[config.mk]
export PLATFORM = sky130hd
export DESIGN_NAME = rob_cdb_sink_flat
export DESIGN_NICKNAME = d
export VERILOG_FILES = /design/src/rtl/rob_cdb_sink_if.sv /design/src/rtl/rob_cdb_sink.sv /design/src/flat_wrapper.sv
export SDC_FILE = /design/constraint.sdc
export NUM_CORES = 1
export LEC_CHECK = 0
export BUFFER_PORTS_ARGS = -buffer_cell sky130_fd_sc_hd__buf_4
export CAP_MARGIN = 40
export CORE_MARGIN = 1.5
export CORE_UTILIZATION = 40
export DETAILED_ROUTE_END_ITERATION = 16
export REMOVE_ABC_BUFFERS = 1
export SYNTH_ARGS = -nofsm -noshare
export SYNTH_HDL_FRONTEND = slang
export SYNTH_SLANG_ARGS = --single-unit
export TNS_END_PERCENT = 1
[constraint.sdc]
create_clock -name clk -period 6.49 [get_ports clk]
set_input_delay 1.298 -clock clk [delete_from_list [all_inputs] [get_ports clk]]
set_output_delay 1.298 -clock clk [all_outputs]
set_load 0.005 [all_outputs]
[src/rtl/rob_cdb_sink_if.sv]
// Bundles the ROB's allocate, CDB capture, operand-query, commit and status signals.
// master = issue/CDB/RS side driving the ROB; slave = the ROB itself.
// Handshake: alloc_valid/alloc_ready for allocation; CDB and commit are valid-only pulses.
interface rob_cdb_sink_if #(
    parameter int TAG_W  = 3,
    parameter int DATA_W = 32,
    parameter int REG_W  = 5
);
    logic              flush;
    logic              alloc_valid;
    logic [REG_W-1:0]  alloc_dest;
    logic              alloc_ready;
    logic [TAG_W-1:0]  alloc_tag;
    logic              cdb_valid;
    logic [TAG_W-1:0]  cdb_tag;
    logic [DATA_W-1:0] cdb_data;
    logic [TAG_W-1:0]  rs_tag;
    logic              rs_hit;
    logic [DATA_W-1:0] rs_data;
    logic              commit_valid;
    logic [REG_W-1:0]  commit_dest;
    logic [DATA_W-1:0] commit_data;
    logic [TAG_W-1:0]  commit_tag;
    logic [TAG_W:0]    count;
    logic              cdb_err;

    modport master (
        output flush, alloc_valid, alloc_dest, cdb_valid, cdb_tag, cdb_data, rs_tag,
        input  alloc_ready, alloc_tag, rs_hit, rs_data,
        input  commit_valid, commit_dest, commit_data, commit_tag, count, cdb_err
    );

    modport slave (
        input  flush, alloc_valid, alloc_dest, cdb_valid, cdb_tag, cdb_data, rs_tag,
        output alloc_ready, alloc_tag, rs_hit, rs_data,
        output commit_valid, commit_dest, commit_data, commit_tag, count, cdb_err
    );
endinterface

[src/rtl/rob_cdb_sink.sv]
// Reorder buffer sink: in-order alloc, CDB capture by tag, in-order retire to the register file.
// Latency: capture-to-commit_valid 2 cycles (1 cycle with CDB_BYPASS_EN defined, for CDB hitting head).
// Backpressure: alloc_ready drops when all 2^TAG_W entries are occupied; CDB and commit never stall.
module rob_cdb_sink #(
    parameter int TAG_W  = 3,
    parameter int DATA_W = 32,
    parameter int REG_W  = 5
) (
    input  logic               clk,
    input  logic               rst,
    rob_cdb_sink_if.slave      rob
);
    localparam int DEPTH = 1 << TAG_W;
    localparam logic [TAG_W:0] CNT_FULL = (TAG_W+1)'(DEPTH);

    typedef struct packed {
        logic              busy;
        logic              ready;
        logic [REG_W-1:0]  dest;
        logic [DATA_W-1:0] data;
    } entry_t;

    entry_t            ent_q [DEPTH];
    logic [TAG_W-1:0]  head_q;
    logic [TAG_W-1:0]  tail_q;
    logic [TAG_W:0]    count_q;
    logic              commit_valid_q;
    logic [REG_W-1:0]  commit_dest_q;
    logic [DATA_W-1:0] commit_data_q;
    logic [TAG_W-1:0]  commit_tag_q;
    logic              cdb_err_q;

    logic              alloc_fire;
    logic              cdb_hit;
    logic              cdb_bad;
    logic              bypass_fire;
    logic              commit_fire;
    logic              commit_any;
    logic              capture_fire;
    logic [DATA_W-1:0] commit_data_d;

    assign rob.alloc_ready = (count_q != CNT_FULL);
    assign rob.alloc_tag   = tail_q;
    assign alloc_fire      = rob.alloc_valid && rob.alloc_ready;

    assign cdb_hit = rob.cdb_valid && ent_q[rob.cdb_tag].busy && !ent_q[rob.cdb_tag].ready;
    assign cdb_bad = rob.cdb_valid && !cdb_hit;

    // A CDB result for the head entry can retire straight off the bus, skipping storage.
`ifdef CDB_BYPASS_EN
    assign bypass_fire = cdb_hit && (rob.cdb_tag == head_q);
`else
    assign bypass_fire = 1'b0;
`endif

    assign commit_fire   = ent_q[head_q].busy && ent_q[head_q].ready;
    assign commit_any    = commit_fire || bypass_fire;
    assign capture_fire  = cdb_hit && !bypass_fire;
    assign commit_data_d = bypass_fire ? rob.cdb_data : ent_q[head_q].data;

    // Operand query sees registered state only; stations snoop the CDB themselves.
    assign rob.rs_hit  = ent_q[rob.rs_tag].busy && ent_q[rob.rs_tag].ready;
    assign rob.rs_data = rob.rs_hit ? ent_q[rob.rs_tag].data : '0;

    assign rob.commit_valid = commit_valid_q;
    assign rob.commit_dest  = commit_dest_q;
    assign rob.commit_data  = commit_data_q;
    assign rob.commit_tag   = commit_tag_q;
    assign rob.count        = count_q;
    assign rob.cdb_err      = cdb_err_q;

    always_ff @(posedge clk) begin
        if (rst || rob.flush) begin
            for (int i = 0; i < DEPTH; i++) begin
                ent_q[i] <= '0;
            end
            head_q         <= '0;
            tail_q         <= '0;
            count_q        <= '0;
            commit_valid_q <= 1'b0;
            commit_dest_q  <= '0;
            commit_data_q  <= '0;
            commit_tag_q   <= '0;
        end else begin
            commit_valid_q <= commit_any;
            if (commit_any) begin
                commit_dest_q      <= ent_q[head_q].dest;
                commit_data_q      <= commit_data_d;
                commit_tag_q       <= head_q;
                ent_q[head_q].busy  <= 1'b0;
                ent_q[head_q].ready <= 1'b0;
                head_q             <= head_q + TAG_W'(1);
            end
            // Alloc never targets head (full refuses) and capture never targets a ready head.
            if (capture_fire) begin
                ent_q[rob.cdb_tag].ready <= 1'b1;
                ent_q[rob.cdb_tag].data  <= rob.cdb_data;
            end
            if (alloc_fire) begin
                ent_q[tail_q] <= '{busy: 1'b1, ready: 1'b0, dest: rob.alloc_dest, data: '0};
                tail_q        <= tail_q + TAG_W'(1);
            end
            unique case ({alloc_fire, commit_any})
                2'b10:   count_q <= count_q + (TAG_W+1)'(1);
                2'b01:   count_q <= count_q - (TAG_W+1)'(1);
                default: count_q <= count_q;
            endcase
        end
    end

    // Error flag survives flush; only reset clears it.
    always_ff @(posedge clk) begin
        if (rst) begin
            cdb_err_q <= 1'b0;
        end else if (cdb_bad) begin
            cdb_err_q <= 1'b1;
        end
    end
endmodule

[src/flat_wrapper.sv]
// flat-port wrapper written by rule: the top's interface ports become plain ports
module rob_cdb_sink_flat 
#(
    parameter int TAG_W  = 3,
    parameter int DATA_W = 32,
    parameter int REG_W  = 5
)
  (clk, rst, rob_flush, rob_alloc_valid, rob_alloc_dest, rob_cdb_valid, rob_cdb_tag, rob_cdb_data, rob_rs_tag, rob_alloc_ready, rob_alloc_tag, rob_rs_hit, rob_rs_data, rob_commit_valid, rob_commit_dest, rob_commit_data, rob_commit_tag, rob_count, rob_cdb_err);
  rob_cdb_sink_if #(.TAG_W(TAG_W), .DATA_W(DATA_W), .REG_W(REG_W)) rob_i ();
  input  logic clk;
  input  logic rst;
  input wire logic [$bits(rob_i.flush)-1:0] rob_flush;
  input wire logic [$bits(rob_i.alloc_valid)-1:0] rob_alloc_valid;
  input wire logic [$bits(rob_i.alloc_dest)-1:0] rob_alloc_dest;
  input wire logic [$bits(rob_i.cdb_valid)-1:0] rob_cdb_valid;
  input wire logic [$bits(rob_i.cdb_tag)-1:0] rob_cdb_tag;
  input wire logic [$bits(rob_i.cdb_data)-1:0] rob_cdb_data;
  input wire logic [$bits(rob_i.rs_tag)-1:0] rob_rs_tag;
  output wire logic [$bits(rob_i.alloc_ready)-1:0] rob_alloc_ready;
  output wire logic [$bits(rob_i.alloc_tag)-1:0] rob_alloc_tag;
  output wire logic [$bits(rob_i.rs_hit)-1:0] rob_rs_hit;
  output wire logic [$bits(rob_i.rs_data)-1:0] rob_rs_data;
  output wire logic [$bits(rob_i.commit_valid)-1:0] rob_commit_valid;
  output wire logic [$bits(rob_i.commit_dest)-1:0] rob_commit_dest;
  output wire logic [$bits(rob_i.commit_data)-1:0] rob_commit_data;
  output wire logic [$bits(rob_i.commit_tag)-1:0] rob_commit_tag;
  output wire logic [$bits(rob_i.count)-1:0] rob_count;
  output wire logic [$bits(rob_i.cdb_err)-1:0] rob_cdb_err;
  assign rob_i.flush = rob_flush;
  assign rob_i.alloc_valid = rob_alloc_valid;
  assign rob_i.alloc_dest = rob_alloc_dest;
  assign rob_i.cdb_valid = rob_cdb_valid;
  assign rob_i.cdb_tag = rob_cdb_tag;
  assign rob_i.cdb_data = rob_cdb_data;
  assign rob_i.rs_tag = rob_rs_tag;
  assign rob_alloc_ready = rob_i.alloc_ready;
  assign rob_alloc_tag = rob_i.alloc_tag;
  assign rob_rs_hit = rob_i.rs_hit;
  assign rob_rs_data = rob_i.rs_data;
  assign rob_commit_valid = rob_i.commit_valid;
  assign rob_commit_dest = rob_i.commit_dest;
  assign rob_commit_data = rob_i.commit_data;
  assign rob_commit_tag = rob_i.commit_tag;
  assign rob_count = rob_i.count;
  assign rob_cdb_err = rob_i.cdb_err;
  rob_cdb_sink #(.TAG_W(TAG_W), .DATA_W(DATA_W), .REG_W(REG_W)) u_core (.clk(clk), .rst(rst), .rob(rob_i));
endmodule
==> impl_metrics.json <==
{
  "hold_depth": 2,
  "syn2layout_area_growth_pct": 14.14,
  "synthArstFlopShare_pct": 0,
  "cts.path.max_buffers": 3,
  "post-place-cells": 2437,
  "ff2ff_path_depth": 6,
  "cts_buffers": 41,
  "maxSlewHeadroom_pct": 35.22,
  "drt_iter0_markers": 1700,
  "cp.depth": 6,
  "synthesis.area_um2": 18470,
  "drt_drc_violations_left": 0,
  "die_h_um": 217.9,
  "finalCritPeriodShare_pct": 71.29,
  "met2_usage_pct": 41.35,
  "yosysSeqAreaShare_pct": 41.95,
  "top_usage_layer": "met2",
  "startpoint_type": "input pin",
  "post-route-min-period_ns": 4.627,
  "grt_max_degree": 173,
  "status": "completed",
  "die_w_um": 217.9,
  "cp-startpoint": "rob_rs_tag[0]",
  "detailed_place.area_um2": 19710,
  "hp-class": "reg -> reg",
  "critPathCaptureType": "primary output",
  "setup_violations": 0,
  "place_congestion": 0.7910,
  "place_ws_ns": 1.875,
  "h-tree-depth": 2,
  "postRouteAntennaNets": 0,
  "wirelength_um": 60190,
  "critPathKind": "in -> out",
  "peakVddDrop_uv": 147.5,
  "cts_resized": 0,
  "wl_per_cell_um": 23.95,
  "synth_edf_count": 40,
  "fin_util_pct": 46.35,
  "fin_area_um2": 21080,
  "cts_setup_buffers": 0,
  "worstPathRequired_ns": 5.19,
  "maxCapViolCount": 0,
  "io_buffers": 130,
  "skew_ns": 0.02169,
  "worstHoldStart": "u_core.rob.cdb_err",
  "dp_hpwl_um": 34740,
  "path_buf_inv": 3,
  "grt_use_total_pct": 25.17,
  "antenna_found_initial": 1,
  "drive_above_1_share_pct": 25.10,
  "design.core.area_um2": 45480,
  "clock_latency_ns": 0.58,
  "vias": 15100,
  "initial_core_util_pct": 40.61,
  "netlist_instances": 1882,
  "tightest_slew_ns": 0.9717,
  "first_pass_iters": 6,
  "cts_tree": "done",
  "drv_slew": 0,
  "grt.overflow.total": 0,
  "crit_family": "multiplexers",
  "postCtsHoldBufs": 0,
  "met1_usage_pct": 33.66,
  "viasPerCell": 6.008,
  "cts_root_buffer": "clkbuf_16",
  "setup_ws_ns": 1.863,
  "layout.cells.non_filler": 2513,
  "synth.avg_cell_area_um2": 9.814,
  "path_cells": "buf_4 -> mux4_2 -> mux2_2 -> buf_16 -> nor2_1 -> buf_4",
  "yosysWarningCount": 0,
  "ys.flop_type": "dfxtp_1",
  "worstPathArrival_ns": 3.33,
  "critPathMostFrequentCell": "buf_4",
  "layout.nets": 1932,
  "fp-row-count": 78,
  "cpPeakStageDelay_ns": 0.51,
  "ys_seq_elements": 367,
  "grtUsageMet3_pct": 4.086,
  "clk_pin_slew_worst_paths_ns": 0.07,
  "die_area_um2": 47470,
  "p_leak_uw": 0.006967,
  "grt_pass1_vias": 14730,
  "synth_cell_type_count": 46,
  "grt_pass1_wl_um": 90790,
  "p_per_area_nw_per_um2": 231.8,
  "cp_max_fo": 32,
  "cpMaxStageDelayCell": "buf_4",
  "cts.sinks": 367,
  "rsz0062_at_grt": "no",
  "timing.final.hold_violations": 0,
  "max_freq_ghz": 0.2161,
  "num_io_pins": 131
}
final timing paths:
check / end / slack, ns
worst min register to register: u_core.rob.cdb_err / 0.45
worst min-delay path: u_core.rob.cdb_err / 0.45
worst max-delay path: rob_rs_data[7] / 1.86
worst max register to register: u_core.ent_q[5][38] / 3.09
cell families after synthesis:
family                     after synthesis  share of synthesized area (%)
AOI/OAI and AO/OA                      333                          9.816
muxes                                  223                          21.81
buffers and inverters                  222                          5.853
and+or+nand+nor                        727                          20.02
DFF                                    367                          41.95
adders and majority gates                4                         0.2710
xor gates and xnor gates                 6                         0.2845
state kept, by name (all words and copies together), names as in the netlist, named ones only:
name                     count
u_core.ent_q               312
u_core.head_q                3
u_core.rob.alloc_tag         3
u_core.rob.cdb_err           1
u_core.rob.commit_data      32
u_core.rob.commit_dest       5
u_core.rob.commit_tag        3
u_core.rob.commit_valid      1
u_core.rob.count             4
where the power goes:
group          switching (uW)  internal [uW]  total, uW
registers                6.62           2300       2310
logic                     134           64.1        198
clock network             997           1380       2380
total                    1140           3750       4890
cell usage in the layout, fill, tap and decap left out, drive strengths merged, types with 2 or more instances in the layout:
master | Yosys | layout
nor3 | 3 | 3
dfxtp | 327 | 327
clkinv | 0 | 12
mux2 | 2 | 2
bufinv | 0 | 3
a31o | 6 | 6
a21o | 4 | 4
clkinvlp | 0 | 4
o21ai | 10 | 10
a211oi | 38 | 38
nand2b | 7 | 7
or4 | 6 | 6
mux2i | 78 | 78
nor4 | 6 | 6
clkbuf | 75 | 55
or4b | 2 | 2
nand4b | 3 | 3
and2 | 43 | 43
nor2b | 5 | 5
nand4 | 4 | 4
or2 | 3 | 3
a31oi | 2 | 2
edfxtp | 40 | 40
xnor2 | 2 | 2
nand3b | 3 | 3
nor2 | 97 | 97
buf | 144 | 174
xor2 | 4 | 4
inv | 3 | 4
mux4 | 143 | 143
a21oi | 271 | 271
nand2 | 274 | 274
nand3 | 269 | 269
ha | 4 | 4
cells in the mapped netlist, types with 5 or more instances:
cell type  count  share of area [%]
a211oi_1      38                1.5
buf_2         80                2.2
nand3_2       58                3.1
mux4_2       143                 17
nand2_1      274                5.6
nor4_4         6               0.69
o21ai_0       10               0.27
or4_1          6               0.24
nand3_1      211                5.7
buf_6         18                1.1
edfxtp_1      40                6.5
buf_1         43               0.87
nor2_1        96                2.0
and2_1        43                1.5
clkbuf_1      74                1.5
dfxtp_1      327                 35
a21oi_1      269                7.3
nor2b_1        5               0.17
a31o_2         6               0.28
nand2b_1       7               0.24
mux2i_1       78                4.2
final cells by class:
class | instances | area, um2
Fill cell | 4319 | 24400
Multi-Input combinational cell | 1293 | 9736
Sequential cell | 367 | 7756
Timing Repair Buffer | 174 | 1454
Clock buffer | 55 | 1159
Tap cell | 600 | 750.7
Clock inverter | 20 | 212.7
Inverter | 3 | 11.26
Antenna cell | 1 | 2.502
metrics by stage:
| step | power, uW | hold WS (ns) | TNS, ns |
|---|---|---|---|
| final | 4887 | 0.4452 | 0 |
| after global routing | 5020 | 0.4914 | 0 |
| after CTS | 4925 | 0.4472 | 0 |
| after detailed placement | 2557 | 0.4380 | 0 |
| after global placement | 2549 | 0.4363 | 0 |
| after floorplan | 2437 | 0.4360 | -2554.34 |
layer usage:
layer	part of all wire [%]	wire [um]	up-vias
li1	-	-	6771
met2	48	28990	705
met5	0	0	-
met4	2.7	1650	0
met1	41	24510	7515
met3	8.4	5040	107
worst min-delay path: cells and delay by family, from the launching register on:
family	cells	cell delay [ns]
AO/OA/AOI/OAI	1	0.05
buffers and inverters	1	0.05
flip-flops	1	0.31
No activity file was read; power rests on OpenSTA's default activity.
